`config.mk`:
```
export PLATFORM = sky130hd
export DESIGN_NAME = systolic_feeder
export DESIGN_NICKNAME = d
export VERILOG_FILES = /design/src/rtl/systolic_feeder.sv
export SDC_FILE = /design/constraint.sdc
export NUM_CORES = 1
export LEC_CHECK = 0
export ABC_AREA = 1
export CELL_PAD_IN_SITES_DETAIL_PLACEMENT = 1
export CELL_PAD_IN_SITES_GLOBAL_PLACEMENT = 2
export CORE_MARGIN = 8
export CORE_UTILIZATION = 43
export DETAILED_ROUTE_END_ITERATION = 8
export GPL_ROUTABILITY_DRIVEN = 1
export PLACE_DENSITY = 0.92
export SYNTH_ARGS = -nofsm -noshare
export SYNTH_HDL_FRONTEND = slang
export SYNTH_SLANG_ARGS = --single-unit
```
`constraint.sdc`:
```
create_clock -name clk -period 4.5 [get_ports clk]
set_clock_uncertainty 0.05 [all_clocks]
set_input_delay 0.9 -clock clk [delete_from_list [all_inputs] [get_ports clk]]
set_output_delay 0.9 -clock clk [all_outputs]
set_load 0.1 [all_outputs]
```
`src/rtl/systolic_feeder.sv`:
```
// systolic_feeder: input-side driver for the FP-INT systolic MAC array.
// Buffers up to K_MAX load beats (one activation per row, one integer weight
// per column), then streams them: each activation is held for P cycles while
// the matching weight leaves bit-serially, LSB first. Row i and column j are
// skewed by i and j register stages respectively.
module systolic_feeder #(
    parameter int ACT_WIDTH = 16,
    parameter int N         = 2,
    parameter int W_MAX     = 8,
    parameter int K_MAX     = 16
) (
    input  logic                   clk,
    input  logic                   rst,
    input  logic                   start_i,
    input  logic [3:0]             precision_i,
    input  logic [4:0]             k_len_i,
    input  logic                   ld_valid_i,
    output logic                   ld_ready_o,
    input  logic [N*ACT_WIDTH-1:0] ld_act_i,
    input  logic [N*W_MAX-1:0]     ld_w_i,
    output logic                   active_o,
    output logic [N*ACT_WIDTH-1:0] act_in_o,
    output logic [N-1:0]           w_in_o,
    output logic [3:0]             precision_out_o,
    output logic                   busy_o,
    output logic                   done_o
);

    localparam int KW = (K_MAX > 1) ? $clog2(K_MAX) : 1;
    localparam int BW = (W_MAX > 1) ? $clog2(W_MAX) : 1;
    localparam int DW = (N > 2) ? $clog2(N - 1) : 1;
    localparam logic [3:0]    WMAX_P     = 4'(W_MAX);
    localparam logic [4:0]    KMAX_L     = 5'(K_MAX);
    localparam logic [DW-1:0] DRAIN_LAST = DW'((N > 1) ? N - 2 : 0);

    typedef enum logic [2:0] {
        S_IDLE,
        S_LOAD,
        S_STREAM,
        S_DRAIN,
        S_DONE
    } state_t;

    state_t        state_q, state_d;
    logic [4:0]    kc_q, kc_d;        // load beat counter
    logic [4:0]    k_q, k_d;          // stream beat counter
    logic [3:0]    b_q, b_d;          // stream bit counter
    logic [DW-1:0] dcnt_q, dcnt_d;    // drain cycle counter
    logic [3:0]    p_q, p_d;          // latched effective precision
    logic [4:0]    klen_q, klen_d;    // latched job length

    logic ld_ready_q, active_q, busy_q, done_q;

    logic [N*ACT_WIDTH-1:0] act_mem [K_MAX];
    logic [N*W_MAX-1:0]     w_mem   [K_MAX];

    logic                   ld_fire;
    logic                   start_ok;
    logic [3:0]             p_eff;
    logic                   stream_next;
    logic [N*ACT_WIDTH-1:0] rd_act;
    logic [N*W_MAX-1:0]     rd_w;
    logic [N*ACT_WIDTH-1:0] pre_act_d;
    logic [N-1:0]           pre_w_d;

    assign ld_fire  = ld_valid_i & ld_ready_q;
    assign start_ok = start_i && (k_len_i != 5'd0) && (k_len_i <= KMAX_L);
    assign p_eff    = ((precision_i >= 4'd1) && (precision_i <= WMAX_P)) ? precision_i : WMAX_P;

    // Next-state and counter logic for the job sequencer
    always_comb begin
        state_d = state_q;
        kc_d    = kc_q;
        k_d     = k_q;
        b_d     = b_q;
        dcnt_d  = dcnt_q;
        p_d     = p_q;
        klen_d  = klen_q;
        case (state_q)
            S_IDLE: begin
                if (start_ok) begin
                    p_d     = p_eff;
                    klen_d  = k_len_i;
                    kc_d    = 5'd0;
                    state_d = S_LOAD;
                end
            end
            S_LOAD: begin
                if (ld_fire) begin
                    kc_d = kc_q + 5'd1;
                    if (kc_q == klen_q - 5'd1) begin
                        state_d = S_STREAM;
                        k_d     = 5'd0;
                        b_d     = 4'd0;
                    end
                end
            end
            S_STREAM: begin
                if (b_q == p_q - 4'd1) begin
                    b_d = 4'd0;
                    if (k_q == klen_q - 5'd1) begin
                        state_d = (N == 1) ? S_DONE : S_DRAIN;
                        dcnt_d  = '0;
                    end else begin
                        k_d = k_q + 5'd1;
                    end
                end else begin
                    b_d = b_q + 4'd1;
                end
            end
            S_DRAIN: begin
                if (dcnt_q == DRAIN_LAST) begin
                    state_d = S_DONE;
                end else begin
                    dcnt_d = dcnt_q + 1'b1;
                end
            end
            S_DONE: begin
                state_d = S_IDLE;
            end
            default: begin
                state_d = S_IDLE;
            end
        endcase
    end

    // Sequencer state, counters and decoded control outputs, all registered
    always_ff @(posedge clk or negedge rst) begin
        if (!rst) begin
            state_q    <= S_IDLE;
            kc_q       <= '0;
            k_q        <= '0;
            b_q        <= '0;
            dcnt_q     <= '0;
            p_q        <= '0;
            klen_q     <= '0;
            ld_ready_q <= 1'b0;
            active_q   <= 1'b0;
            busy_q     <= 1'b0;
            done_q     <= 1'b0;
        end else begin
            state_q    <= state_d;
            kc_q       <= kc_d;
            k_q        <= k_d;
            b_q        <= b_d;
            dcnt_q     <= dcnt_d;
            p_q        <= p_d;
            klen_q     <= klen_d;
            ld_ready_q <= (state_d == S_LOAD);
            active_q   <= (state_d == S_STREAM);
            busy_q     <= (state_d != S_IDLE);
            done_q     <= (state_d == S_DONE);
        end
    end

    // Beat buffer write; contents need no reset since every job reloads them
    always_ff @(posedge clk) begin
        if (ld_fire) begin
            act_mem[kc_q[KW-1:0]] <= ld_act_i;
            w_mem[kc_q[KW-1:0]]   <= ld_w_i;
        end
    end

    // Buffer read for the beat streamed next cycle; a single-beat job reads
    // the beat being written this same cycle, so forward it from the port
    always_comb begin
        rd_act = act_mem[k_d[KW-1:0]];
        rd_w   = w_mem[k_d[KW-1:0]];
        if (ld_fire && (kc_q == k_d)) begin
            rd_act = ld_act_i;
            rd_w   = ld_w_i;
        end
    end

    assign stream_next = (state_d == S_STREAM);
    assign pre_act_d   = stream_next ? rd_act : '0;

    genvar gi;

    // Row skew: row gi passes through gi+1 registers, the first of which is
    // the output register shared with row 0 timing
    generate
        for (gi = 0; gi < N; gi++) begin : g_row
            logic [ACT_WIDTH-1:0] pipe_q [gi+1];

            // Shift the row activation down its skew chain
            always_ff @(posedge clk or negedge rst) begin
                if (!rst) begin
                    for (int m = 0; m <= gi; m++) pipe_q[m] <= '0;
                end else begin
                    pipe_q[0] <= pre_act_d[gi*ACT_WIDTH +: ACT_WIDTH];
                    for (int m = 1; m <= gi; m++) pipe_q[m] <= pipe_q[m-1];
                end
            end

            assign act_in_o[gi*ACT_WIDTH +: ACT_WIDTH] = pipe_q[gi];
        end
    endgenerate

    // Column skew: the selected weight bit runs down a gi+1 stage chain
    generate
        for (gi = 0; gi < N; gi++) begin : g_col
            logic [W_MAX-1:0] col_word;
            logic             wpipe_q [gi+1];

            assign col_word     = rd_w[gi*W_MAX +: W_MAX];
            assign pre_w_d[gi]  = stream_next & col_word[b_d[BW-1:0]];

            // Shift the column weight bit down its skew chain
            always_ff @(posedge clk or negedge rst) begin
                if (!rst) begin
                    for (int m = 0; m <= gi; m++) wpipe_q[m] <= 1'b0;
                end else begin
                    wpipe_q[0] <= pre_w_d[gi];
                    for (int m = 1; m <= gi; m++) wpipe_q[m] <= wpipe_q[m-1];
                end
            end

            assign w_in_o[gi] = wpipe_q[gi];
        end
    endgenerate

    assign ld_ready_o      = ld_ready_q;
    assign active_o        = active_q;
    assign busy_o          = busy_q;
    assign done_o          = done_q;
    assign precision_out_o = p_q;

endmodule

```
# Word-level counts from Yosys, hierarchy flattened

Memory sizes are Yosys's and may differ from the RTL's.
Cells that the tools add are included.

Bits in read-only memories: 0
Output and inout port bits: 42
Memories kept: 2
Register bits after elaboration: 82
Input bits: 61
Latch bits: 0
Bits in writable memories: 768

Multipliers: 0
Bitwise operators: 3
Divide/modulo/power cells: 0
Shift-type cells: 0
Multiplexer cells: 33
Reductions and logical operators: 14
Add/subtract/negate cells: 6
Eq/ne operators: 15
Magnitude comparators: 4

Memories:

| memory  | words | width | read ports | clocked after memory_dff | wr ports | RTL line | text |
|---|---|---|---|---|---|---|---|
| act_mem | 16    | 32    | 1          | 0                        | 1        | 54       | `logic [N*ACT_WIDTH-1:0] act_mem [K_MAX];` |
| w_mem   | 16    | 16    | 1          | 0                        | 1        | 55       | `logic [N*W_MAX-1:0] w_mem [K_MAX];` |

Operators by type and width:

| kind                  | number |
|---|---|
| $mux W32              | 2 |
| $mux W5               | 6 |
| $pmux W5 S2           | 2 |
| $mux W3               | 6 |
| $mux W16              | 1 |
| $mux W4               | 4 |
| $eq A5 B5 Y1          | 3 |
| $pmux W3 S4           | 1 |
| $add A5 B1 Y5 const B | 2 |
| $ne A2 B2 Y1 const B  | 5 |
| $eq A3 B2 Y1 const B  | 3 |
| $reduce_and A3 Y1     | 3 |
| $pmux W4 S2           | 1 |
| $mux W1               | 7 |
| $bmux W1 S3           | 2 |
| $eq A3 B1 Y1 const B  | 2 |
| $reduce_bool A2 Y1    | 3 |
| $le A5 B5 Y1 const B  | 1 |
| $reduce_bool A5 Y1    | 1 |
| $sub A5 B1 Y5 const B | 1 |
| $add A4 B1 Y4 const B | 1 |
| $eq A4 B4 Y1          | 1 |
| $ge A4 B1 Y1 const B  | 1 |
| $le A4 B4 Y1 const B  | 1 |
| other kinds (10)      | 15 |

# Depth between registers and ports, before layout

Gate-level depths: netlist (run 1).

Depth in word-level cells: 11
Depth in mapped cells: 24
Depth with buffers taken out: 24

# Worst setup path before layout (run 1)

Ideal clock, no wire load.

Kind: flip-flop to flip-flop
Start: register ld_ready_q (netlist: ld_ready_o)
End: memory act_mem[11][0] (netlist bit), enable pin
Slack: 0.581 ns
Arrival: 3.415 ns
Library setup time: 0.454 ns
Cell stages (with the launch flop): 5
Path buffers: 0
Period minus slack after synthesis: 3.919 ns
Cell sequence: dfrtp_1 > nand2_1 > inv_1 > nand2_1 > nor2_1

Cells in the longest elaborated chain, start to end: 3

Ends and longest elaborated chain:

| what                          | RTL line | text |
|---|---|---|
| from (decl)                   | 52       | `logic ld_ready_q, active_q, busy_q, done_q;` |
| from (signal assigned)        | 149      | `ld_ready_q <= (state_d == S_LOAD);` |
| $and A1 B1 Y1                 | 66       | `assign ld_fire = ld_valid_i & ld_ready_q;` |
| $mux W1                       | 158      | `if (ld_fire) begin` |
| $mux W1 (implied by the code) | 159      | `act_mem[kc_q[KW-1:0]] <= ld_act_i;` |
| to (decl)                     | 54       |  |

Every way passes these cells.

# Worst setup path after layout (run 1)

Start: register p_q[0] (netlist: precision_out_o[0])
End: register g_col[1].wpipe_q[1] (netlist bit)

Cells in the longest elaborated chain, start to end: 10
Elaborated cells between the ends (all ways): 16
Classes of those cells: 1 x add/sub; 3 x eq/ne; 9 x mux; 1 x bitwise; 1 x reduce/logical; 1 x memory

Ends and longest elaborated chain:

| what                                                                    | RTL line | text |
|---|---|---|
| from (decl)                                                             | 49       | `logic [3:0] p_q, p_d;` |
| from (signal assigned)                                                  | 147      | `p_q <= p_d;` |
| $sub A4 B1 Y4 (*)                                                       | 99       | `if (b_q == p_q - 4'd1) begin` |
| $eq A4 B4 Y1 (*)                                                        | 99       |  |
| parallel branches: the longest is 7 deep, another holds $mem_v2 Z16 W16 | -        |  |
| $and A1 B1 Y1 (*)                                                       | 207      | `assign pre_w_d[gi] = stream_next & col_word[b_d[BW-1:0]];` |
| net pre_w_d[1]                                                          | 64       | `logic [N-1:0] pre_w_d;` |
| to (decl)                                                               | 204      | `logic wpipe_q [gi+1];` |

Mark *: on every way through the listed nets, which the timed path passes. The select of a mux whose other input is x is not followed.
A chain may end at the register's enable or synchronous reset.

==> results by group, run 1 <==
Yosys
  • Syn Area/Cell: 11.82 µm²
  • Syn nets: 3,008
  • Most frequent cell after synthesis: nand3_1
  • Post-Synthesis Cell Area: 34,750 µm²
  • Asr flop ratio synth: 9.541%
  • Post-synthesis sequential area ratio: 72.20%
  • Synth cell types: 44
  • Post-synth EDFFs: 768
  • Top cells by area, synth: edfxtp_1 66%, nand3_1 12%, nand2_1 8.7%
  • Area leader, netlist: edfxtp_1
  • FF+latch count, synth: 849
  • Synth Flop Type: edfxtp_1
  • Syn Inst Count: 2,939
  • List of most frequent post-synthesis cells: 817 x nand3_1, 803 x nand2_1, 768 x edfxtp_1
  • Area share of the largest cell type after synthesis: 66.37%
  • Warnings, synthesis: 0

Die
  • Cell row count: 104
  • Core ar.: 80,290 µm²
  • Die width: 300.3 µm
  • I/O pins: 103
  • Die H: 300.3 µm
  • Die ar.: 90,160 µm²
  • Starting Density: 43.28%

Routing
  • Number of routed nets with antenna violations: 0
  • Drt total wl: 106.3 mm
  • Initial DRC Count: 2,597
  • Routed len/inst: 25.60 µm
  • Vias per inst: 5.854
  • Vias: 24,313
  • First-pass iteration count of the detailed router: 6
  • Drt drc: 0

Critical path
  • Crit path capture type: flop
  • Crit path launch type: flop
  • Worst R2R Start: precision_out_o[0]
  • R2R Path End: g_col[1].wpipe_q[1]
  • CP max FO: 58
  • Reg2reg setup slack: 0.27 ns
  • Cells on worst reg2reg path: 21
  • WP data arrival: 4.76 ns
  • Req. time, crit path: 5.03 ns
  • CP Class: flop to flop

Clock network
  • Max Root-Sink Buffers: 3
  • CTS tree: done
  • Clk sinks: 849
  • H-tree depth: 3
  • Worst-skew pair later-pin latency: 0.66 ns
  • Clock slew at reported path FFs: 0.06 ns
  • Total CTS buffers: 91
  • CTS resizes: 0
  • Hold-fix buffers, CTS: 0
  • Post-CTS Setup Inserts: 0
  • Clock root buffer: clkbuf_16

Placement
  • Port Buffers: 102
  • DP HPWL: 55.88 mm
  • RePlAce Congestion: 0.8022

GRT
  • First-pass GRT wire length: 160.4 mm
  • Gr usage total: 23.09%
  • Largest net degree at the start of global routing: 161
  • GR Util met1: 30.22%
  • Initial antenna violation count: 5
  • GRT overflow: 0
  • Met3 Track Usage GR: 3.085%
  • Vias in the first global route: 26,047
  • GRT busiest layer: met2
  • Met2 usage: 39.26%

Power
  • Peak VDD IR: 0.0003362 V
  • Pwr per Cell Area: 415.0 nW/µm²
  • Total power: 16,740 µW
  • Leakage: 0.01447 µW

Outcome
  • Outcome: completed

Layout
  • Layout net count: 3,079
  • Share of cells above drive strength 1: 8.614%
  • Layout overhead on the synthesized area: 16.06%

STA
  • Tmin final: 4.231 ns
  • RSZ-0062 raised after global routing: false
  • Tcrit/Tclk final: 94.03%
  • Setup_tns: 0 ns
  • Max Fclk: 236.3 MHz
  • Final setup vio count: 0
  • Slew margin rel.: 32.24%
  • Slew @ Worst Pin: 1.013 ns
  • Pins over their slew limit: 0
  • Final hold violations: 0

Min path
  • Hold/Removal Path Class: input pin to asynchronous set/reset pin

Flow run
  • Max Cap Viol: 0
## worst max path at each step
stage,slack (ns),endpoint,depth (start not counted),startpoint
final,0.27,g_col[1].wpipe_q[1],21,precision_out_o[0]
after global routing,0.008,g_col[1].wpipe_q[1],21,precision_out_o[0]
after CTS,0.30,g_col[1].wpipe_q[1],21,precision_out_o[0]
after detailed placement,0.18,g_row[0].pipe_q[8],18,ld_valid_i
after global placement,0.26,g_row[0].pipe_q[3],18,ld_valid_i
after floorplan,0.58,act_mem[11][0],4,ld_ready_o
## stage by stage
| step | instance area (µm²) | utilization (%) | hold WS [ns] | setup WS, ns | std cells |
|---|---|---|---|---|---|
| floorplan | 34750 | - | 0.2812 | 0.5810 | 2939 |
| detailed placement | 37120 | 46.23 | 0.3036 | 0.1809 | 3977 |
| finish | 40330 | 50.23 | 0.3101 | 0.2687 | 4153 |
| global route | 40330 | 50.23 | 0.3202 | 0.007926 | 4153 |
| global placement | 37120 | 46.23 | 0.3013 | 0.2600 | 3977 |
| CTS | 40320 | 50.22 | 0.3085 | 0.3006 | 4148 |
## registers in the layout, summed over array words and instances (netlist names)
signal and count:
g_row.pipe_q 32, b_q 4, act_mem 512, precision_out_o 4, g_col.wpipe_q 2, w_mem 256
busy_o 1, w_in_o 1, kc_q 5, state_q 3, klen_q 5, k_q 5
ld_ready_o 1, act_in_o 16, done_o 1, active_o 1
## routing by layer
metal	vias to the layer above	wire, µm
met2	1059	52790
met5	-	0
met1	12478	42870
li1	10575	-
met4	0	3194
met3	201	7438
## cell families after synthesis
kind of cell,after synthesis,synth area share (%)
AOI/OAI and AO/OA,76,1.231
xor gates and xnor gates,8,0.2016
adders and majority gates,8,0.2881
buffers and inverters,270,3.738
DFF,849,72.20
muxes,1,0.02881
and+or+nand+nor,1727,22.31
## worst max-delay path, cell delays in order, from the launching register on
cell,delay (ns)
dfrtp_1,0.40
inv_1,0.09
ha_1,0.33
xnor2_1,0.13
nor2_1,0.09
nand3_1,0.14
nor2_4,0.30
nand2_1,0.13
nand2_1,0.11
nand3_4,0.34
nand2_8,0.29
buf_4,0.60
nand2_1,0.16
nand3_1,0.14
nand3_1,0.14
nand3_1,0.15
nand3_1,0.08
nand3_1,0.11
nand3_1,0.10
nand2_1,0.07
nand2_1,0.04
nor2_1,0.10
## where the power goes
group / leakage (µW) / total [µW] / internal, µW / switching [µW]
combinational: 0.00512 / 179 / 48.7 / 130
clock: 0.00154 / 7960 / 4750 / 3210
sequential: 0.00781 / 8600 / 8600 / 0
total: 0.0145 / 16700 / 13400 / 3340
## final cells by class
cell class	count	area, µm²
multi-input combinational	1820	8511
timing repair buffer	173	1902
antenna	5	12.51
inverter	75	290.3
clock inverter	60	754.5
fill	8199	39960
clock buffer	111	2444
sequential	849	25090
tap	1060	1326
## placed cells by master, fill, tap and decap left out, drive strengths merged, types with 7 or more instances in the layout
cell type        n
dfrtp           81
clkinvlp         7
nand3b          12
edfxtp         768
nand4           16
a21oi           35
clkdlybuf4s50  101
ha               8
clkinv          35
bufinv          15
nand2          809
nand3          823
inv             78
buf             72
clkbuf         111
nor2            56
o21ai           26
No activity file was read; power rests on OpenSTA's default activity.
==> inputs of run 2 (changes only) <==
- CORE_MARGIN: 8 -> 2
==> run 2 against run 1 <==
  * Cell count fell by 0.24%
  * Wire length fell by 2.3%
  * Via count about the same
  * Largest cell class unchanged
  * Largest power group unchanged
==> results by group, run 2 (synthesized netlist as in run 1, its figures left out) <==
Layout
  • Multi-input gate area: 8516 µm² (about the same)
  • Layout fillers: 8,208 (+0.11%)
  • Max reg flops: 512 (unchanged)
  • Layout net count: 3,073 (-0.19%)
  • Register area: 25,090 µm² (unchanged)
  • Most frequent cells in the layout: 817 x nand3_1, 802 x nand2_1, 768 x edfxtp_1
  • Util after Layout: 49.90% (-0.33 points)
  • Share of cells above drive strength 1: 8.249% (-0.36 points)
  • Most common cell after layout, fill and taps aside: nand3_1
  • Layout overhead on the synthesized area: 15.30%

Placement
  • DP HPWL: 53.34 mm (-4.6%)
  • RePlAce Congestion: 0.8242 (+2.7%)
  • Port Buffers: 102 (unchanged)

STA
  • Tcrit/Tclk final: 91.81% (-2.2 points)
  • Pins over their slew limit: 0 (unchanged)
  • Slew @ Worst Pin: 1.134 ns (+0.1210 ns)
  • Max Fclk: 242.1 MHz (+2.4%)
  • Slew margin rel.: 24.39% (-7.9 points)
  • Tmin final: 4.131 ns (-0.1000 ns)
  • Final hold violations: 0 (unchanged)
  • Setup_tns: 0 ns (unchanged)
  • RSZ-0062 raised after global routing: false
  • Final setup vio count: 0 (unchanged)

Routing
  • Vias per inst: 5.866 (+0.20%)
  • Number of routed nets with antenna violations: 0 (unchanged)
  • Drt total wl: 103.9 mm (-2.3%)
  • First-pass iteration count of the detailed router: 5 (-1)
  • Drt drc: 0 (unchanged)
  • Vias: 24,303 (-0.041%)
  • Routed len/inst: 25.08 µm (-2.0%)
  • Initial DRC Count: 2,446 (-5.8%)

Power
  • Peak VDD IR: 0.0003178 V (-5.5%)
  • Pwr per Cell Area: 408.3 nW/µm² (-1.6%)
  • Leakage: 0.01436 µW (-0.75%)

Die
  • Cell row count: 104 (unchanged)
  • Die H: 288.3 µm (-4.0%)
  • Die ar.: 83,100 µm² (-7.8%)
  • Starting Density: 43.28% (unchanged)
  • Core ar.: 80,290 µm² (unchanged)
  • I/O pins: 103 (unchanged)
  • Die width: 288.3 µm (-4.0%)

Clock network
  • Max Root-Sink Buffers: 3 (unchanged)
  • CTS tree: done
  • Worst-skew pair later-pin latency: 0.65 ns (about the same)
  • Clock slew at reported path FFs: 0.06 ns (about the same)
  • Clock root buffer: clkbuf_16
  • Total CTS buffers: 90 (-1.1%)
  • Clk sinks: 849 (unchanged)
  • H-tree depth: 3 (unchanged)

Critical path
  • Worst R2R Start: klen_q[0]
  • Crit path launch type: flop
  • CP max FO: 56 (-3.4%)
  • Req. time, crit path: 5.00 ns (-0.03 ns)
  • Reg2reg setup slack: 0.37 ns (+0.10 ns)
  • WP data arrival: 4.63 ns (-0.13 ns)
  • CP Class: flop to flop
  • Cells on worst reg2reg path: 17 (-19%)
  • Crit path capture type: flop
  • R2R Path End: g_row[0].pipe_q[15]

Flow run
  • Max Cap Viol: 0 (unchanged)

Min path
  • Hold/Removal Path Class: flop to flop
  • Hold Path Cell Cnt: 0
  • Worst hold path startpoint: g_row[1].pipe_q[20]
  • Hold Path End: act_in_o[20]

GRT
  • First-pass GRT wire length: 157.3 mm (-2.0%)
  • Largest net degree at the start of global routing: 127 (-21%)
  • GRT overflow: 0 (unchanged)
  • Vias in the first global route: 25,692 (-1.4%)
  • Initial antenna violation count: 2 (-3)
  • Gr usage total: 25.05% (+2.0 points)

Outcome
  • Outcome: completed
run 2: layout make-up:
cell class,count,share of cell area [%]
multi-input cells,1820,21.26
inverters,75,0.7245
well taps,1060,3.310
repair buffers,168,4.569
flip-flops and latches,849,62.62
diodes,4,0.02498
clock inverters,54,1.474
clock buffers,113,6.018
run 2: report_power, final:
group	internal, µW	switching [µW]
Clock	4490	3090
Combinational	48.2	133
Sequential	8600	0
Total	13100	3220
run 2: per-layer routing:
metal	share of wire (%)	vias up	global-route usage, %
met2	50	1087	42.53
met4	3.2	0	9.715
met3	7.1	238	3.381
met5	0	-	0
met1	40	12422	32.75
li1	-	10556	-
run 2: per-stage QoR:
step / setup WS, ns / hold slack [ns] / std cells / area, µm² / power, µW
floorplan: 0.5810 / 0.2812 / 2939 / 34750 / 8765
global placement: 0.1652 / 0.2830 / 3972 / 37050 / 8930
detailed placement: 0.1008 / 0.2873 / 3972 / 37050 / 8942
CTS: 0.3815 / 0.2975 / 4139 / 40050 / 16460
global route: 0.02963 / 0.3062 / 4142 / 40060 / 16720
finish: 0.3687 / 0.2977 / 4143 / 40060 / 16360
run 2: worst max-delay path by stage:
stage,start,to,cells after the start
2_1_floorplan,ld_ready_o,act_mem[11][0],4
3_3_place_gp,ld_valid_i,g_col[1].wpipe_q[1],22
3_5_place_dp,ld_valid_i,g_row[0].pipe_q[15],18
4_1_cts,klen_q[0],g_col[0].wpipe_q,21
5_1_grt,precision_out_o[0],g_row[1].pipe_q[17],18
6_report,klen_q[0],g_row[0].pipe_q[15],17
run 2: timing repair:
item	in CTS	in global routing
endpoints found under the setup margin	0	1
buffers inserted	0	0
gates resized for setup	0	1
hold buffers	0	0
run 2: critical path, cell delays in order (launching register included):
cell and delay [ns]:
dfrtp_1 0.42, inv_1 0.12, ha_1 0.37, xor2_1 0.16, nand2_1 0.08, nor2_2 0.18
nand4_4 0.19, nand3_2 0.13, nand3_4 0.22, nand2_8 0.22, buf_4 0.43, buf_4 0.60
nand2_1 0.12, nand3_1 0.12, nand3_1 0.09, nand3_1 0.14, nand3_1 0.10, a21oi_1 0.24
